--- src/rtl/hamming_weight_enum.sv ---
// Enumerates every BIT_STRING_LEN-bit string of a requested Hamming weight, in increasing order.
// Latency: first string one cycle after an accepted start, then one string per accepted handshake.
// Backpressure: valid/ready on bit_string; a stall holds bit_string and last stable.
// Optional build macro HW_ENUM_SELFCHECK_EN adds a popcount self-check and a sticky chk_fail output.
module hamming_weight_enum #(
    parameter int BIT_STRING_LEN     = 8,
    parameter int HAMMING_WEIGHT_LEN = 4,
    parameter int COUNT_LEN          = 8
) (
    input  logic                          clk,
    input  logic                          rst,
    input  logic                          start,
    input  logic [HAMMING_WEIGHT_LEN-1:0] target_weight,
    output logic [BIT_STRING_LEN-1:0]     bit_string,
    output logic                          out_valid,
    input  logic                          out_ready,
    output logic                          last,
    output logic                          busy,
    output logic                          done,
    output logic                          err,
`ifdef HW_ENUM_SELFCHECK_EN
    output logic                          chk_fail,
`endif
    output logic [COUNT_LEN-1:0]          seq_count
);

    localparam int N   = BIT_STRING_LEN;
    localparam int TZW = $clog2(N + 1) + 1;
    localparam logic [HAMMING_WEIGHT_LEN-1:0] MAX_W    = HAMMING_WEIGHT_LEN'(N);
    localparam logic [N-1:0]                  ALL_ONES = '1;
    localparam logic [N:0]                    EXT_ONE  = (N + 1)'(1);

    typedef enum logic [1:0] {IDLE, RUN, FIN} state_t;

    state_t                        state;
    state_t                        state_nxt;
    logic [HAMMING_WEIGHT_LEN-1:0] w_lat;
    logic                          err_q;
    logic                          accept;
    logic                          w_bad;
    logic                          hs;
    logic [N-1:0]                  last_pat;
    logic [N-1:0]                  init_pat;
    logic [N:0]                    x_ext;
    logic [N:0]                    low_bit;
    logic [N:0]                    ripple;
    logic [N:0]                    ones;
    logic [TZW-1:0]                tz;
    logic [N-1:0]                  succ;

    assign accept   = (state == IDLE) && start;
    assign w_bad    = target_weight > MAX_W;
    assign hs       = out_valid && out_ready;
    // Final string of a class has all w ones packed at the MSB end.
    assign last_pat = ~(ALL_ONES >> w_lat);
    // Extra bit keeps (1<<w)-1 exact for w == BIT_STRING_LEN.
    assign init_pat = N'((EXT_ONE << target_weight) - EXT_ONE);

    // State register.
    always_ff @(posedge clk or posedge rst) begin
        if (rst) begin
            state <= IDLE;
        end else begin
            state <= state_nxt;
        end
    end

    // Next-state and status outputs.
    always_comb begin
        state_nxt = state;
        out_valid = 1'b0;
        busy      = 1'b0;
        done      = 1'b0;
        err       = 1'b0;
        last      = 1'b0;
        case (state)
            IDLE: begin
                if (start) begin
                    state_nxt = w_bad ? FIN : RUN;
                end
            end
            RUN: begin
                out_valid = 1'b1;
                busy      = 1'b1;
                last      = (bit_string == last_pat);
                if (out_ready && last) begin
                    state_nxt = FIN;
                end
            end
            FIN: begin
                done      = 1'b1;
                err       = err_q;
                state_nxt = IDLE;
            end
            default: state_nxt = IDLE;
        endcase
    end

    // Gosper successor at N+1 bits: add the lowest set bit, then refill the displaced
    // ones at the bottom; the division by the lowest bit becomes a shift by its index.
    always_comb begin
        x_ext   = {1'b0, bit_string};
        low_bit = x_ext & (~x_ext + EXT_ONE);
        ripple  = x_ext + low_bit;
        ones    = (ripple ^ x_ext) >> 2;
        tz      = '0;
        for (int i = N; i >= 0; i--) begin
            if (x_ext[i]) begin
                tz = TZW'(i);
            end
        end
        succ = N'((ones >> tz) | ripple);
    end

    // Datapath: latch weight on start, advance string and count on each handshake.
    always_ff @(posedge clk or posedge rst) begin
        if (rst) begin
            bit_string <= '0;
            w_lat      <= '0;
            err_q      <= 1'b0;
            seq_count  <= '0;
        end else if (accept) begin
            w_lat     <= target_weight;
            err_q     <= w_bad;
            seq_count <= '0;
            if (!w_bad) begin
                bit_string <= init_pat;
            end
        end else if (hs) begin
            seq_count <= seq_count + COUNT_LEN'(1);
            if (!last) begin
                bit_string <= succ;
            end
        end
    end

`ifdef HW_ENUM_SELFCHECK_EN
    logic [HAMMING_WEIGHT_LEN-1:0] tree [0:N-1];
    logic [HAMMING_WEIGHT_LEN-1:0] popcnt;

    // Pairwise adder tree popcount of the presented string.
    always_comb begin
        for (int i = 0; i < N; i++) begin
            tree[i] = HAMMING_WEIGHT_LEN'(bit_string[i]);
        end
        for (int s = 1; s < N; s = s * 2) begin
            for (int i = 0; i + s < N; i = i + 2 * s) begin
                tree[i] = tree[i] + tree[i + s];
            end
        end
        popcnt = tree[0];
    end

    // Sticky flag: any presented string whose weight differs from the latched target.
    always_ff @(posedge clk or posedge rst) begin
        if (rst) begin
            chk_fail <= 1'b0;
        end else if (out_valid && (popcnt != w_lat)) begin
            chk_fail <= 1'b1;
        end
    end
`endif

endmodule
--- config.mk ---
export PLATFORM = sky130hd
export DESIGN_NAME = hamming_weight_enum
export DESIGN_NICKNAME = d
export VERILOG_FILES = /design/src/rtl/hamming_weight_enum.sv
export SDC_FILE = /design/constraint.sdc
export NUM_CORES = 1
export LEC_CHECK = 0
export ABC_AREA = 1
export ABC_CLOCK_PERIOD_IN_PS = 1900
export BUFFER_PORTS_ARGS = -buffer_cell sky130_fd_sc_hd__buf_2
export CAP_MARGIN = 20
export CORE_MARGIN = 5
export CORE_UTILIZATION = 45
export DETAILED_ROUTE_END_ITERATION = 6
export GPL_ROUTABILITY_DRIVEN = 0
export GPL_TIMING_DRIVEN = 0
export PLACE_DENSITY = 0.67
export SKIP_LAST_GASP = 1
export SLEW_MARGIN = 20
export SYNTH_ARGS = -nofsm -noshare
export SYNTH_HDL_FRONTEND = slang
export SYNTH_SLANG_ARGS = --single-unit
--- constraint.sdc ---
create_clock -name clk -period 1.9 [get_ports clk]
set_input_delay 0.38 -clock clk [delete_from_list [all_inputs] [get_ports clk]]
set_output_delay 0.38 -clock clk [all_outputs]
set_load 0.02 [all_outputs]
==> results of run 1 <==
==> power by group through the flow <==
stage	Sequential [mW]	Combinational [mW]	Clock (mW)
after floorplan	0.920	1.99	0
after global placement	0.821	2.67	0
after detailed placement	0.824	2.68	0
after CTS	0.819	2.84	0.322
after global routing	0.858	3.74	0.346
final	0.835	3.40	0.310
==> synthesized netlist by cell type <==
library cell  instances  area, sq um
a21boi_0              1         7.51
a21oi_1              15         75.1
a21oi_2               2         17.5
a221oi_1              1         8.76
a22o_1                1         8.76
and3_1                1         6.26
buf_2                 2         10.0
buf_4                 5         37.5
buf_6                 1         11.3
clkbuf_1              1         3.75
clkinv_2              1         5.00
dfrtp_1              23          576
ha_1                  2         25.0
inv_1                25         93.8
inv_2                 8         30.0
inv_4                 1         6.26
nand2_1              79          297
nand2_2               7         43.8
nand2_4               3         33.8
nand3_1              30          150
nand3_2               3         30.0
nand4_1               2         12.5
nor2_1               25         93.8
nor2_2                1         6.26
nor2_4                3         33.8
nor2_8                1         20.0
nor3_1                4         20.0
nor3_2                4         40.0
o211ai_1              2         15.0
o21ai_0              17         85.1
o21ai_1               3         15.0
o21ai_2               1         8.76
o31ai_1               1         7.51
xnor2_1               2         17.5
xor2_1                8         70.1
==> cell families (layout without fill, tap and decap cells) <==
family | after synthesis | after routing | share of synthesized area, %
compound gates | 44 | 44 | 13.0
xor+xnor | 10 | 10 | 4.56
fa+ha+maj | 2 | 2 | 1.30
buf+inv | 44 | 89 | 10.3
flops | 23 | 23 | 29.9
simple gates | 163 | 164 | 41.0
==> metal layers <==
layer / part of all wire, % / routed length (um) / track usage, % / vias up
met4: 1.5 / 74 / 6.80 / 0
met1: 47 / 2320 / 25.4 / 914
li1: - / - / - / 1012
met5: 0 / 0 / 0 / -
met3: 2.7 / 135 / 1.85 / 8
met2: 49 / 2460 / 31.7 / 40
==> sequential cells by signal, summed over array words and instances (netlist names) <==
name        flops
bit_string      8
w_lat           4
state           2
seq_count       8
err_q           1
==> per-stage QoR <==
step	setup WS [ps]	setup TNS (ps)	util (%)	power (mW)	instance area, sq um
after floorplan	153	0	-	2.91	1920
after global placement	57.9	0	52.4	3.49	2120
after detailed placement	42.5	0	52.4	3.50	2120
after CTS	-149	-149	55.3	3.98	2240
after global routing	-248	-285	60.8	4.95	2470
final	-155	-155	60.8	4.54	2470
==> repair_timing <==
item | CTS | global route
endpoints found under the setup margin | 1 | 9
setup buffers | 5 | 8
pin swaps | 6 | 24
gates cloned | 0 | 1
gates resized for setup | 9 | 43
==> cell usage in the layout (no fill, tap or decap), types with 3 or more instances in the layout <==
| master | netlist | layout |
|---|---|---|
| a21oi_1 | 15 | 13 |
| a21oi_2 | 2 | 3 |
| buf_2 | 2 | 28 |
| buf_4 | 5 | 15 |
| buf_6 | 1 | 6 |
| clkbuf_8 | 0 | 3 |
| dfrtp_1 | 23 | 22 |
| inv_1 | 25 | 24 |
| inv_2 | 8 | 8 |
| nand2_1 | 79 | 67 |
| nand2_2 | 7 | 18 |
| nand2_4 | 3 | 4 |
| nand3_1 | 30 | 22 |
| nand3_2 | 3 | 10 |
| nor2_1 | 25 | 21 |
| nor2_2 | 1 | 4 |
| nor2_4 | 3 | 4 |
| nor3_1 | 4 | 4 |
| o21ai_0 | 17 | 15 |
| o21ai_2 | 1 | 4 |
| xor2_1 | 8 | 6 |
==> critical path, cell delays in order (launching register included) <==
cell and delay (ps):
dfrtp_1 430, inv_2 140, nand3_2 130, xor2_2 180
nor3_4 250, nand3_2 110, inv_2 70, buf_6 110
==> cell type report <==
cell class | instances | area (sq um) | share of cell area (%)
plain buffers | 9 | 76.3 | 3.09
clock inverters | 1 | 5.00 | 0.203
flip-flops and latches | 23 | 577 | 23.4
repair buffers | 41 | 248 | 10.0
well taps | 50 | 62.6 | 2.54
multi-input cells | 220 | 1320 | 53.5
inverters | 35 | 138 | 5.58
clock buffers | 3 | 41.3 | 1.67
==> how the worst min path moves through the flow <==
stage / startpoint / depth (start not counted) / slack, ps / endpoint
final: rst / 2 / 290 / seq_count[5]
after global routing: rst / 2 / 360 / seq_count[4]
after CTS: rst / 2 / 320 / bit_string[2]
after detailed placement: w_lat[0] / 2 / 500 / w_lat[0]
after global placement: w_lat[0] / 2 / 500 / w_lat[0]
after floorplan: rst / 1 / 380 / bit_string[0]
==> key figures, run 1 <==
STA
  – Setup violators final: 1
  – Hold Fails Final Rpt: 0
  – Max Clk Rate: approximately 490 MHz
  – Hold Slack: 291 ps
  – Final Cycle Share: 108%
  – RSZ-0062 raised after global routing: yes
  – Worst slew margin relative to its limit: 40.8%
  – Worst-Margin Slew: around 890 ps
  – Max Slew Vio Count: 0
  – Final Skew: 2.71 ps
  – Tmin final: 2060 ps
  – Setup slack after layout: -155 ps

CTS
  – CTS tree: yes
  – CTS Buf Count: 3
  – Clock Path Buffers: 2
  – Clk slew on worst S/H paths: ~80 ps
  – CTS sink count: 23
  – Clock latency on the worst-skew pair: 270 ps
  – Hold Buf Count CTS: 0
  – CTS Root Cell: clkbuf_8
  – H-tree depth: 1

Pwr
  – VDD IR max: 831 uV
  – Register share of total power: 18.4%
  – Cell-internal power: 2.08 mW
  – Pwr/cell area: 1840 nW/um^2
  – NetSw: 2.46 mW
  – Clk pwr share: 6.8%
  – LEAKAGE: between 1 and 1.5 nW
  – Logic pwr share: 74.8%
  – Sw frac: between 50% and 60%

Routing
  – Final ANT Viol Nets: 0
  – Residual DRC: 0
  – DR vias: 1974
  – First DRT Iteration DRCs: 104
  – Vias per inst: 5.17
  – Iteration count of the initial detailed-routing pass: 4
  – WL per Instance: ~13 um
  – Final WL: 4.99 mm

Synthesis
  – Mapped Cells: 286
  – Synth warnings: 0
  – Syn nets: 296
  – Seq/Total Area, Yosys: 29.9%
  – Syn avg cell area: 6.72 sq um
  – Cell area after synthesis: 1920 sq um
  – Unique masters post-synth: 35
  – Count of state elements after synthesis: 23

Floorplanning
  – Initial Util: 47.4%
  – IO Pins: 29
  – Core area: roughly 4100 sq um
  – Chip height: 75.4 um
  – Die area: around 5700 sq um
  – Die span in x: roughly 75 um
  – Std cell rows: 23

Critical path
  – Startpoint types: flip-flop
  – Crit Reg-Reg Endpoint: bit_string[5]
  – Register-to-Register Path Depth: 10
  – CP endpoint kind: output port
  – Reg2reg start: w_lat[2]
  – Crit path to: last
  – Top fanout value on the critical path: 7
  – Critical path arrival: between 1500 and 2000 ps
  – Critical path required time: between 1500 and 2000 ps
  – CP Class: reg2out
  – Worst R2R Setup Slack: 80 ps
  – Critical Path Start: w_lat[2]

Placement
  – Placed cells: 364
  – Dpl hpwl: 3.70 mm
  – IO Port Bufs: 28

Final layout
  – Final #Nets: about 340
  – Final std cells w/o fill: 382
  – Area Growth Syn to Fin: 28.4%
  – Layout cells sized above 1: 36.7%
  – Number of fill cells in the layout: around 400
  – # diodes: 0

Global routing
  – Vias in the first global route: 1887
  – Gr ovfl total: 0
  – Initial antenna violation count: 0
  – Global-route wire length before repair: 8.28 mm
  – GRT Overall Usage: 18.9%
  – Maximum number of pins on one net before global-route repair: 24

Outcome
  – Outcome: complete, but fails checks
  – Failing checks: setup timing

Hold path
  – Hold Path Class: in2async

Flow run
  – Max cap viols: 0
Note: power is estimated with default switching activity, not from simulation.
==> run 2, diff against run 1 <==
SETUP_SLACK_MARGIN = 0.4   (was unset)
==> run 2 against run 1 <==
  * The run still ends with setup timing left
  * Die area stayed put
  * First-iteration DRC count grew 6.7%
  * Via count up 1.2%
  * Maximum frequency up 1.0%
==> key figures, run 2 (synthesized netlist as in run 1, its figures left out) <==
STA
  – Max Slew Vio Count: 0
  – Tmin final: around 2000 ps
  – Final Cycle Share: 107%
  – Hold Fails Final Rpt: 0
  – Worst slew margin relative to its limit: 42.3%
  – Setup_tns: -576 ps
  – Max Clk Rate: between 400 and 500 MHz
  – Worst-Margin Slew: 865 ps
  – RSZ-0062 raised after global routing: yes
  – Setup slack after layout: -134 ps
  – Setup violators final: 9
  – Final Skew: 2.93 ps

Routing
  – Metal2 WL: 2.65 mm
  – DR vias: 1998
  – Iteration count of the initial detailed-routing pass: 4
  – DRT met1 WL: about 2.4 mm
  – Top Metal Used: met4
  – Final WL: 5.27 mm
  – Met3 wire len: 135 um
  – Vias per inst: 5.08
  – WL per Instance: ~13 um
  – Final ANT Viol Nets: 0
  – First DRT Iteration DRCs: 111
  – Residual DRC: 0

Placement
  – Dpl hpwl: between 3 and 4 mm
  – Placed cells: 364
  – Pre-CTS WS: 70.1 ps
  – Placed Area: approximately 2200 sq um
  – IO Port Bufs: 28

Final layout
  – Register area: slightly below 600 sq um
  – # diodes: 0
  – Final #Nets: 354
  – Final std cells w/o fill: 393
  – Number of fill cells in the layout: 364
  – Multi-input gate area: 1300 sq um
  – Most frequent cells in the layout: nand2_1, nand3_1, buf_2
  – Largest regs: bit_string x8, seq_count x8, w_lat x4
  – Area Growth Syn to Fin: 36.1%
  – Post-route cell area: between 2000 and 3000 sq um
  – Commonest non-fill, non-tap cell in the layout: nand2_1
  – Layout cells sized above 1: 37.0%

Outcome
  – Failing checks: setup timing
  – Outcome: complete, but fails checks

Critical path
  – CP endpoint kind: output port
  – Crit Reg-Reg Endpoint: bit_string[2]
  – Startpoint types: flip-flop
  – Critical path required time: 1520 ps
  – Critical path arrival: 1650 ps
  – Critical Path Start: w_lat[3]
  – Top fanout value on the critical path: 7
  – Reg2reg start: w_lat[3]
  – CP Class: reg2out
  – Worst R2R Setup Slack: -80 ps
  – Crit path to: last
  – Register-to-Register Path Depth: 12

Global routing
  – Global-route wire length before repair: 8.67 mm
  – GRT Overall Usage: about a fifth
  – Maximum number of pins on one net before global-route repair: 24
  – Vias in the first global route: 1978
  – Gr ovfl total: 0
  – Initial antenna violation count: 0

CTS
  – CTS Buf Count: 3
  – Clock latency on the worst-skew pair: 260 ps
  – Clk slew on worst S/H paths: 90 ps
  – CTS tree: yes
  – CTS sink count: 23
  – Clock Path Buffers: 2
  – H-tree depth: 1
  – CTS Root Cell: clkbuf_8

Floorplanning
  – Initial Util: between 40% and 50%
  – Die area: 5680 sq um
  – Die span in x: 75.4 um
  – IO Pins: 29
  – Core area: 4060 sq um
  – Std cell rows: 23
  – Chip height: between 70 and 80 um

Flow run
  – Max cap viols: 0

Pwr
  – Pwr/cell area: 1780 nW/um^2
  – VDD IR max: 928 uV
  – LEAKAGE: 1.34 nW
  – Total chip power: 4.67 mW

Hold path
  – Hold Path Class: in2async
## run 2: per-layer routing
metal | up-vias | global-route usage, %
li1 | 1039 | -
met1 | 913 | 25.8
met2 | 34 | 32.8
met3 | 12 | 1.72
met4 | 0 | 6.02
met5 | - | 0
## run 2: worst min path at each step
stage                     startpoint             to  slack, ps  depth (start not counted)
after floorplan                  rst  bit_string[5]        380                          1
after global placement      w_lat[0]       w_lat[0]        490                          2
after detailed placement    w_lat[0]       w_lat[0]        500                          2
after CTS                        rst   seq_count[6]        320                          2
after global routing             rst   seq_count[6]        370                          2
final                            rst   seq_count[6]        280                          2
## run 2: power breakdown
part | leakage (nW) | internal, mW | switching, mW
sequential | 0.283 | 0.674 | 0.169
clock | 0.0255 | 0.146 | 0.159
combinational | 1.03 | 1.39 | 2.12
total | 1.34 | 2.21 | 2.45
## run 2: area by class of cell
class / count / share of cell area, %
clock inverters: 1 / 0.191
clock buffers: 3 / 1.58
flip-flops and latches: 23 / 22.3
inverters: 35 / 5.83
plain buffers: 9 / 3.40
multi-input cells: 219 / 49.5
repair buffers: 53 / 14.7
well taps: 50 / 2.39
## run 2: timing repair
action	4_1_cts	5_1_grt
endpoints found under the setup margin	13	22
gates cloned	0	0
hold buffers	0	0
setup buffers	10	15
resized for setup	19	37
pin swaps	8	12
## run 2: critical path: stages (launching register included)
cell and delay [ps]:
dfrtp_1 420, inv_2 140, nand3_1 110, xor2_1 170
nor3_4 220, nand3_2 120, inv_2 70, buf_4 130
## run 2: metrics by stage
step	hold slack, ps	utilization (%)
after floorplan	382	-
after global placement	495	53.4
after detailed placement	500	53.4
after CTS	315	58.1
after global routing	367	64.5
final	283	64.5
